### config.mk
export PLATFORM = sky130hd
export DESIGN_NAME = ddr_axi_burst_master
export DESIGN_NICKNAME = d
export VERILOG_FILES = /design/src/rtl/ddr_axi_burst_master.sv
export SDC_FILE = /design/constraint.sdc
export NUM_CORES = 1
export LEC_CHECK = 0
export ABC_AREA = 1
export CORE_AREA = 2 2 120 122
export DETAILED_ROUTE_END_ITERATION = 10
export DIE_AREA = 0 0 122 124
export PLACE_DENSITY = 0.74
export SYNTH_ARGS = -nofsm -noshare
export SYNTH_HDL_FRONTEND = slang
export SYNTH_SLANG_ARGS = --single-unit
### constraint.sdc
create_clock -name DDR_MASTER_CLK -period 2.4 [get_ports DDR_MASTER_CLK]
set_input_delay 0.48 -clock DDR_MASTER_CLK [delete_from_list [all_inputs] [get_ports DDR_MASTER_CLK]]
set_output_delay 0.48 -clock DDR_MASTER_CLK [all_outputs]
set_load 0.05 [all_outputs]
### src/rtl/ddr_axi_burst_master.sv
// ddr_axi_burst_master: single-outstanding AXI-style burst initiator for the
// DDR slave port. Write beats stream straight from WDATA_IN and read beats
// stream straight to RDATA_OUT. Both paths are combinational, so no bubbles
// are added. Completion is reported with a one-cycle DONE pulse.
// Optional feature macro: DDR_MASTER_STATS_EN. It adds the saturating
// STAT_WR_CNT, STAT_RD_CNT and STAT_ERR_CNT counters.
module ddr_axi_burst_master #(
  parameter int ID_W   = 4,
  parameter int DATA_W = 32
) (
  input  logic                DDR_MASTER_CLK,
  input  logic                DDR_MASTER_RST,
  input  logic                CMD_VALID,
  output logic                CMD_READY,
  input  logic                CMD_WRITE,
  input  logic [31:0]         CMD_ADDR,
  input  logic [7:0]          CMD_LEN,
  input  logic [ID_W-1:0]     CMD_ID,
  input  logic [DATA_W-1:0]   WDATA_IN,
  input  logic                WDATA_IN_VALID,
  output logic                WDATA_IN_READY,
  output logic [DATA_W-1:0]   RDATA_OUT,
  output logic                RDATA_OUT_VALID,
  output logic                RDATA_OUT_LAST,
  input  logic                RDATA_OUT_READY,
  output logic                DONE,
  output logic [1:0]          DONE_RESP,
  output logic                DONE_ERR,
  output logic [ID_W-1:0]     DDR_MASTER_WR_ADDR_ID,
  output logic [31:0]         DDR_MASTER_WR_ADDR_ADDR,
  output logic [7:0]          DDR_MASTER_WR_ADDR_LEN,
  output logic [1:0]          DDR_MASTER_WR_ADDR_BURST,
  output logic                DDR_MASTER_WR_ADDR_VALID,
  input  logic                DDR_MASTER_WR_ADDR_READY,
  output logic [DATA_W-1:0]   DDR_MASTER_WR_DATA,
  output logic [DATA_W/8-1:0] DDR_MASTER_WR_DATA_STRB,
  output logic                DDR_MASTER_WR_DATA_LAST,
  output logic                DDR_MASTER_WR_DATA_VALID,
  input  logic                DDR_MASTER_WR_DATA_READY,
  input  logic [ID_W-1:0]     DDR_MASTER_WR_BACK_ID,
  input  logic [1:0]          DDR_MASTER_WR_BACK_RESP,
  input  logic                DDR_MASTER_WR_BACK_VALID,
  output logic                DDR_MASTER_WR_BACK_READY,
  output logic [ID_W-1:0]     DDR_MASTER_RD_ADDR_ID,
  output logic [31:0]         DDR_MASTER_RD_ADDR_ADDR,
  output logic [7:0]          DDR_MASTER_RD_ADDR_LEN,
  output logic [1:0]          DDR_MASTER_RD_ADDR_BURST,
  output logic                DDR_MASTER_RD_ADDR_VALID,
  input  logic                DDR_MASTER_RD_ADDR_READY,
  input  logic [ID_W-1:0]     DDR_MASTER_RD_BACK_ID,
  input  logic [DATA_W-1:0]   DDR_MASTER_RD_BACK_DATA,
  input  logic [1:0]          DDR_MASTER_RD_BACK_DATA_RESP,
  input  logic                DDR_MASTER_RD_BACK_DATA_LAST,
  input  logic                DDR_MASTER_RD_BACK_DATA_VALID,
  output logic                DDR_MASTER_RD_DATA_READY
`ifdef DDR_MASTER_STATS_EN
  ,
  output logic [15:0]         STAT_WR_CNT,
  output logic [15:0]         STAT_RD_CNT,
  output logic [15:0]         STAT_ERR_CNT
`endif
);

  typedef enum logic [2:0] {IDLE, WADDR, WDATA, WRESP, RADDR, RDATA, FIN} state_t;

  state_t            state_q, state_d;
  logic [31:0]       addr_q, addr_d;
  logic [7:0]        len_q, len_d;
  logic [ID_W-1:0]   id_q, id_d;
  logic [7:0]        beat_q, beat_d;
  logic [1:0]        resp_q, resp_d;
  logic              err_q, err_d;
  logic              wr_q, wr_d;
  logic              last_beat;

  assign last_beat = (beat_q == len_q);

  // Latched command fields drive both address channels.
  assign DDR_MASTER_WR_ADDR_ID    = id_q;
  assign DDR_MASTER_WR_ADDR_ADDR  = addr_q;
  assign DDR_MASTER_WR_ADDR_LEN   = len_q;
  assign DDR_MASTER_WR_ADDR_BURST = 2'b01;
  assign DDR_MASTER_RD_ADDR_ID    = id_q;
  assign DDR_MASTER_RD_ADDR_ADDR  = addr_q;
  assign DDR_MASTER_RD_ADDR_LEN   = len_q;
  assign DDR_MASTER_RD_ADDR_BURST = 2'b01;
  assign DDR_MASTER_WR_DATA       = WDATA_IN;
  assign DDR_MASTER_WR_DATA_STRB  = '1;
  assign RDATA_OUT                = DDR_MASTER_RD_BACK_DATA;
  assign DONE_RESP                = resp_q;
  assign DONE_ERR                 = err_q;

  // Next-state, handshake decode and command/response bookkeeping.
  always_comb begin
    state_d                  = state_q;
    addr_d                   = addr_q;
    len_d                    = len_q;
    id_d                     = id_q;
    beat_d                   = beat_q;
    resp_d                   = resp_q;
    err_d                    = err_q;
    wr_d                     = wr_q;
    CMD_READY                = 1'b0;
    WDATA_IN_READY           = 1'b0;
    RDATA_OUT_VALID          = 1'b0;
    RDATA_OUT_LAST           = 1'b0;
    DONE                     = 1'b0;
    DDR_MASTER_WR_ADDR_VALID = 1'b0;
    DDR_MASTER_WR_DATA_VALID = 1'b0;
    DDR_MASTER_WR_DATA_LAST  = 1'b0;
    DDR_MASTER_WR_BACK_READY = 1'b0;
    DDR_MASTER_RD_ADDR_VALID = 1'b0;
    DDR_MASTER_RD_DATA_READY = 1'b0;
    case (state_q)
      IDLE: begin
        // Hold READY low while reset is held, so no command is acknowledged then.
        CMD_READY = !DDR_MASTER_RST;
        if (CMD_VALID) begin
          addr_d  = CMD_ADDR;
          len_d   = CMD_LEN;
          id_d    = CMD_ID;
          beat_d  = 8'd0;
          resp_d  = 2'b00;
          err_d   = 1'b0;
          wr_d    = CMD_WRITE;
          state_d = CMD_WRITE ? WADDR : RADDR;
        end
      end
      WADDR: begin
        DDR_MASTER_WR_ADDR_VALID = 1'b1;
        if (DDR_MASTER_WR_ADDR_READY) state_d = WDATA;
      end
      WDATA: begin
        DDR_MASTER_WR_DATA_VALID = WDATA_IN_VALID;
        WDATA_IN_READY           = DDR_MASTER_WR_DATA_READY;
        DDR_MASTER_WR_DATA_LAST  = last_beat;
        if (WDATA_IN_VALID && DDR_MASTER_WR_DATA_READY) begin
          if (last_beat) state_d = WRESP;
          else           beat_d  = beat_q + 8'd1;
        end
      end
      WRESP: begin
        DDR_MASTER_WR_BACK_READY = 1'b1;
        if (DDR_MASTER_WR_BACK_VALID) begin
          resp_d  = DDR_MASTER_WR_BACK_RESP;
          err_d   = (DDR_MASTER_WR_BACK_ID != id_q);
          state_d = FIN;
        end
      end
      RADDR: begin
        DDR_MASTER_RD_ADDR_VALID = 1'b1;
        if (DDR_MASTER_RD_ADDR_READY) state_d = RDATA;
      end
      RDATA: begin
        DDR_MASTER_RD_DATA_READY = RDATA_OUT_READY;
        RDATA_OUT_VALID          = DDR_MASTER_RD_BACK_DATA_VALID;
        RDATA_OUT_LAST           = last_beat;
        if (DDR_MASTER_RD_BACK_DATA_VALID && RDATA_OUT_READY) begin
          // The response is sticky (worst case wins). The local beat count,
          // not the slave's LAST, decides where the burst ends.
          resp_d = resp_q | DDR_MASTER_RD_BACK_DATA_RESP;
          err_d  = err_q | (DDR_MASTER_RD_BACK_ID != id_q)
                         | (DDR_MASTER_RD_BACK_DATA_LAST != last_beat);
          if (last_beat) state_d = FIN;
          else           beat_d  = beat_q + 8'd1;
        end
      end
      FIN: begin
        DONE    = 1'b1;
        state_d = IDLE;
      end
      default: state_d = IDLE;
    endcase
  end

  // State and datapath registers with synchronous reset.
  always_ff @(posedge DDR_MASTER_CLK) begin
    if (DDR_MASTER_RST) begin
      state_q <= IDLE;
      addr_q  <= '0;
      len_q   <= '0;
      id_q    <= '0;
      beat_q  <= '0;
      resp_q  <= '0;
      err_q   <= 1'b0;
      wr_q    <= 1'b0;
    end else begin
      state_q <= state_d;
      addr_q  <= addr_d;
      len_q   <= len_d;
      id_q    <= id_d;
      beat_q  <= beat_d;
      resp_q  <= resp_d;
      err_q   <= err_d;
      wr_q    <= wr_d;
    end
  end

`ifdef DDR_MASTER_STATS_EN
  logic [15:0] wr_cnt_q, rd_cnt_q, err_cnt_q;
  assign STAT_WR_CNT  = wr_cnt_q;
  assign STAT_RD_CNT  = rd_cnt_q;
  assign STAT_ERR_CNT = err_cnt_q;

  // Saturating completion counters, which are updated on the FIN cycle.
  always_ff @(posedge DDR_MASTER_CLK) begin
    if (DDR_MASTER_RST) begin
      wr_cnt_q  <= '0;
      rd_cnt_q  <= '0;
      err_cnt_q <= '0;
    end else if (state_q == FIN) begin
      if (wr_q && wr_cnt_q != 16'hFFFF)   wr_cnt_q <= wr_cnt_q + 16'd1;
      if (!wr_q && rd_cnt_q != 16'hFFFF)  rd_cnt_q <= rd_cnt_q + 16'd1;
      if ((err_q || resp_q != 2'b00) && err_cnt_q != 16'hFFFF)
        err_cnt_q <= err_cnt_q + 16'd1;
    end
  end
`else
  // Write/read kind only feeds the statistics counters.
  logic unused_wr;
  assign unused_wr = wr_q;
`endif

endmodule
Yosys cells after proc, flatten, opt, wreduce, memory -nomap -nowiden
Index checks and enable logic that the tools add are counted.
{"block": "totals", "regBits": 58, "inputBits": 132, "output_inout_bits": 174, "wordCells": 73}
{"block": "classes", "n_addsub": 1, "eq_ne": 18, "muxes": 34, "bitwise_logic": 3, "n_reduce_logical": 10}
{"operator": "8-bit 2-to-1 mux", "n": 4}
{"operator": "3-bit 2-to-1 mux", "n": 9}
{"operator": "8-bit case mux with 3 select lines", "n": 1}
{"operator": "3-bit case mux with 6 select lines", "n": 1}
{"operator": "2-bit inequality test (second input constant)", "n": 8}
{"operator": "1-bit 2-to-1 mux", "n": 14}
{"operator": "3-bit equality test (second input constant)", "n": 3}
{"operator": "8-bit by 1-bit adder with 8-bit output (second input constant)", "n": 1}
{"operator": "8-bit equality test", "n": 1}
{"operator": "4-bit inequality test", "n": 2}
{"operator": "4-bit AND reduction", "n": 2}
{"operator": "8-bit AND reduction", "n": 1}
{"operator": "3-bit by 2-bit equality test with 1-bit output (second input constant)", "n": 2}
{"operator": "2-bit 2-to-1 mux", "n": 3}
{"operator": "2-bit case mux with 3 select lines", "n": 1}
{"operator": "3-bit nonzero test", "n": 2}
{"operator": "3-bit by 1-bit equality test with 1-bit output (second input constant)", "n": 1}
{"operator": "3-bit logical NOT", "n": 1}
{"operator": "1-bit case mux with 3 select lines", "n": 1}
{"operator": "1-bit logical AND", "n": 2}
{"operator": "1-bit bitwise OR", "n": 2}
{"operator": "2-bit bitwise OR", "n": 1}
{"operator": "2-bit AND reduction", "n": 1}
{"operator": "1-bit logical NOT", "n": 1}
{"operator": "1-bit inequality test", "n": 1}

Logic depth before layout (Yosys ltp)
{"block": "logic_depth", "depth_word": 5, "ltp_mapped": 12, "depth_no_buf": 12}

Least setup slack after synthesis
No wires, ideal clock.
{"block": "synth_path", "kind": "reg2out", "startpoint": "reg len_q[1] (netlist: DDR_MASTER_RD_ADDR_LEN[1])", "endpoint": "out DDR_MASTER_WR_DATA_LAST", "t_arrival_ns": 1.778, "required_ns": 1.920, "path_slack_ns": 0.142, "stages_incl_launch_ff": 6, "path_buffers": 0, "cell_sequence": "dfxtp_1 xnor2_1 nand2_1 nor2_1 nand2_1 nor2_1"}
{"block": "synth_via", "elab_chain_len": 2}
{"element": "start, declared", "line_no": "68", "source": "logic [7:0] len_q, len_d;"}
{"element": "start signal, assigned", "line_no": "190", "source": "len_q <= len_d;"}
{"element": "8-bit equality test", "line_no": "76", "source": "assign last_beat = (beat_q == len_q);"}
{"element": "1-bit 2-to-1 mux", "line_no": "114", "source": "case (state_q)"}
{"element": "end, declared", "line_no": "37", "source": "output logic DDR_MASTER_WR_DATA_LAST,"}
Every way passes these cells.

Worst setup path in the final report
{"block": "layout_path", "startpoint": "reg beat_q[5]", "endpoint": "out DDR_MASTER_WR_DATA_LAST"}
{"block": "layout_via", "elab_chain_len": 2}
{"element": "start, declared", "line_no": "70", "source": "logic [7:0] beat_q, beat_d;"}
{"element": "start signal, assigned", "line_no": "192", "source": "beat_q <= beat_d;"}
{"element": "8-bit equality test", "line_no": "76"}
{"element": "1-bit 2-to-1 mux", "line_no": "114"}
Every way passes these cells.

==> impl_results.md <==
- Inserted Diodes: 0
- Min cycle time layout: roughly 2.2 ns
- Core Util, Final: 37.5%
- First-pass GRT wire length: 15.9 mm
- Static Leak: just over 2 nW
- Initial antenna violation count: 0
- Num rows: 43
- Core Area: about 14000 um2
- Main combinational cell family by area after synthesis: buffers and inverters
- Relative slew margins: a little under two thirds
- Worst vdd ir: between 0.4 and 0.5 mV
- Remaining DRCs: 0
- Critical Path Max Stage Delay: 0.44 ns
- R2r endpoint: beat_q[2]
- Max clock buf depth: 2
- Crit path from: beat_q[5]
- Worst Setup End Kind: primary output
- Initial core utilization: 27.2%
- Cells after Synth: 530
- Max-slew violation count: 0
- Tcrit/Tclk final: roughly nine tenths
- Most common cell in the netlist: buf_4
- Pwr Density: 1200 nW/um2
- CTS Root Cell: clkbuf_16
- Vias in the first global route: 3156
- Fillers: 1411
- Clk pin slew, worst setup/hold paths: 0.05 ns
- Final ANT Viol Nets: 0
- Synth cell count leaders: buf_4 (119), nand2_1 (102), dfxtp_1 (58)
- TritonCTS clock tree: done
- I/O pin cnt: 306
- Final cell count without fillers: 772
- 1st-iter DRT viols: 96
- XOR/XNOR Fraction of Synth Area: 2.58%
- CP arrival: 1.69 ns
- Crit Path Category: reg2out
- Area contributors post-synth: dfxtp_1 (31%), buf_4 (24%), nand2_1 (10%), a21oi_1 (6.6%), nand3_1 (5.8%)
- Delay-heaviest family, CP: simple AND/OR/NAND/NOR gates
- WL final: 10.5 mm
- H-tree lvl count: 3
- Chip width: 122 um
- Die Y: approximately 120 um
- Hold Buf Count CTS: 0
- GPL Wtd Cong: 0.826
- Status: finished, final reports clean
- Primary FF master, synth: dfxtp_1
- Initial DRT Pass Iterations: 5
- CTS buffer count: 9
- WP data required: approximately 1.9 ns
- Via count: 3326
- Clock skew: 0.00353 ns
- CP max FO: 6
- RSZ-0062 raised after global routing: false
- Endpoints failing hold: 0
- Wirelength per Cell: 13.6 um
- Top-area cell type share of the netlist area: between 30 and 40%
- Vias/cell: 4.31
- Share of cells above drive strength 1: 11.0%
- CP max stage cell: dfxtp_1
- Largest net degree at the start of global routing: 41
- Insertion delay to the later sink of the worst-skew pair: ~0.32 ns
- Mux cell area share after synthesis: 0%
- Hpwl dp: 8.09 mm
- Worst reg2reg setup slack: 0.55 ns
- CP Cell Sequence: xnor2_1 > nand2_1 > nor2_1 > nand2_1 > nor2_1 > buf_12
- # clock sinks: 58
- Synth area leader: dfxtp_1
- Number of synthesized flops with an enable pin: 0
- Total negative setup slack: 0 ns
- Yosys warnings: 0
- Post-Synth Adder-Cell Area: 0.335%
- Worst setup path end: DDR_MASTER_WR_DATA_LAST
- Worst setup SP type: register
- Synth Area in Compound Gates: a little over a tenth
- Fmax: 462 MHz
- Sequential area share after synthesis: 31.1%
- Full die area: 15100 um2
- Worst path depth: 6
- Measured slew at the worst slew-check pin: 0.539 ns
- Area growth from synthesis to final layout: 37.7%
- Syn avg cell area: just over 7 um2
- # placed instances: 756
- Setup violations, final: 0
- Post-synthesis async set-or-reset flop share: 0%
- GRT overflow: 0
- Synth cell types: 32
- Overall routing resource usage: 13.6%
- Hold WC Path Type: in2reg
- Flops & latches, synth: 58
- R2R depth: 10
- Netlist Area Pre-Place: 3730 um2
- Reg2Reg Launch Point: state_q[0]
- Buf/Inv on CP: 1
- IO Port Bufs: ~170
- Final net count: approximately 700
- Simple-Gate Fraction of Synth Area: 25.2%
- Max-cap violations: 0
## flip-flops by register name, summed over array words and instances (netlist names)
name	cells
beat_q	8
DONE_RESP	2
DDR_MASTER_RD_ADDR_ADDR	32
DDR_MASTER_RD_ADDR_ID	4
state_q	3
DONE_ERR	1
DDR_MASTER_RD_ADDR_LEN	8
## metrics by stage
stage | worst slack, ns | total power [mW] | cell area (um2) | hold slack (ns)
after floorplan | 0.142 | 4.11 | 3760 | 0.450
after global placement | 0.414 | 4.70 | 4810 | 0.465
after detailed placement | 0.395 | 4.72 | 4810 | 0.470
after CTS | 0.0349 | 6.20 | 5140 | 0.442
after global routing | 0.0927 | 6.46 | 5140 | 0.458
final | 0.234 | 6.15 | 5140 | 0.441
## per-layer routing
metal | global-route usage (%) | routed length [um] | part of all wire, %
met1 | 16.3 | 4360 | 42
met2 | 21.8 | 4980 | 47
met3 | 3.89 | 837 | 8.0
met5 | 0 | 0 | 0
met4 | 7.54 | 318 | 3.0
## area by class of cell
| type | count | area, um2 | share of cell area, % |
|---|---|---|---|
| Inverter | 38 | 148 | 2.87 |
| Multi-Input combinational cell | 304 | 1480 | 28.7 |
| Clock buffer | 10 | 229 | 4.45 |
| Sequential cell | 58 | 1160 | 22.6 |
| Clock inverter | 6 | 105 | 2.04 |
| Tap cell | 180 | 225 | 4.38 |
| Timing Repair Buffer | 176 | 1800 | 35.0 |
## where the power goes
group	internal (mW)	switching, mW	leakage, nW
Clock	1.01	0.447	0.166
Combinational	1.06	2.25	1.37
Sequential	1.17	0.214	0.475
## cells in the final DEF, fill, tap and decap left out, types with 2 or more instances in the layout
cell type,instances
a21oi_2,5
clkbuf_16,9
nor2_1,36
nand3_2,2
nand2_2,13
inv_2,4
dfxtp_1,58
nand2_1,101
nand3_1,43
buf_4,10
nand4_1,2
nor2_2,2
conb_1,8
nor2_4,2
a21oi_1,49
buf_12,7
bufinv_16,3
clkinv_2,3
inv_1,32
nor3_1,4
clkdlybuf4s50_1,156
xor2_1,3
xnor2_1,8
o21ai_0,20
buf_2,2
## worst min path at each step
stage | endpoint | from | slack (ns) | cells past startpoint
after global routing | beat_q[7] | DDR_MASTER_RST | 0.46 | 2
after floorplan | beat_q[0] | beat_q[0] | 0.45 | 1
after CTS | beat_q[7] | DDR_MASTER_RST | 0.44 | 2
after detailed placement | DDR_MASTER_RD_ADDR_ADDR[7] | DDR_MASTER_RD_ADDR_ADDR[7] | 0.47 | 2
final | beat_q[7] | DDR_MASTER_RST | 0.44 | 2
after global placement | beat_q[0] | beat_q[0] | 0.46 | 1
## kinds of logic (layout without fill, tap and decap cells)
group,count (synthesis),in the layout
other,2,8
XOR/XNOR,11,11
AO/OA/AOI/OAI,75,75
AND/OR/NAND/NOR,209,209
flip-flops,58,58
adder cells (fa/ha/maj),1,1
buffers and inverters,174,230
## repair_timing
item                       4_1_cts  5_1_grt
setup endpoints to repair        0        1
buffers inserted                 0        0
resized for setup                0        1
(Power assumes the default switching activity.)
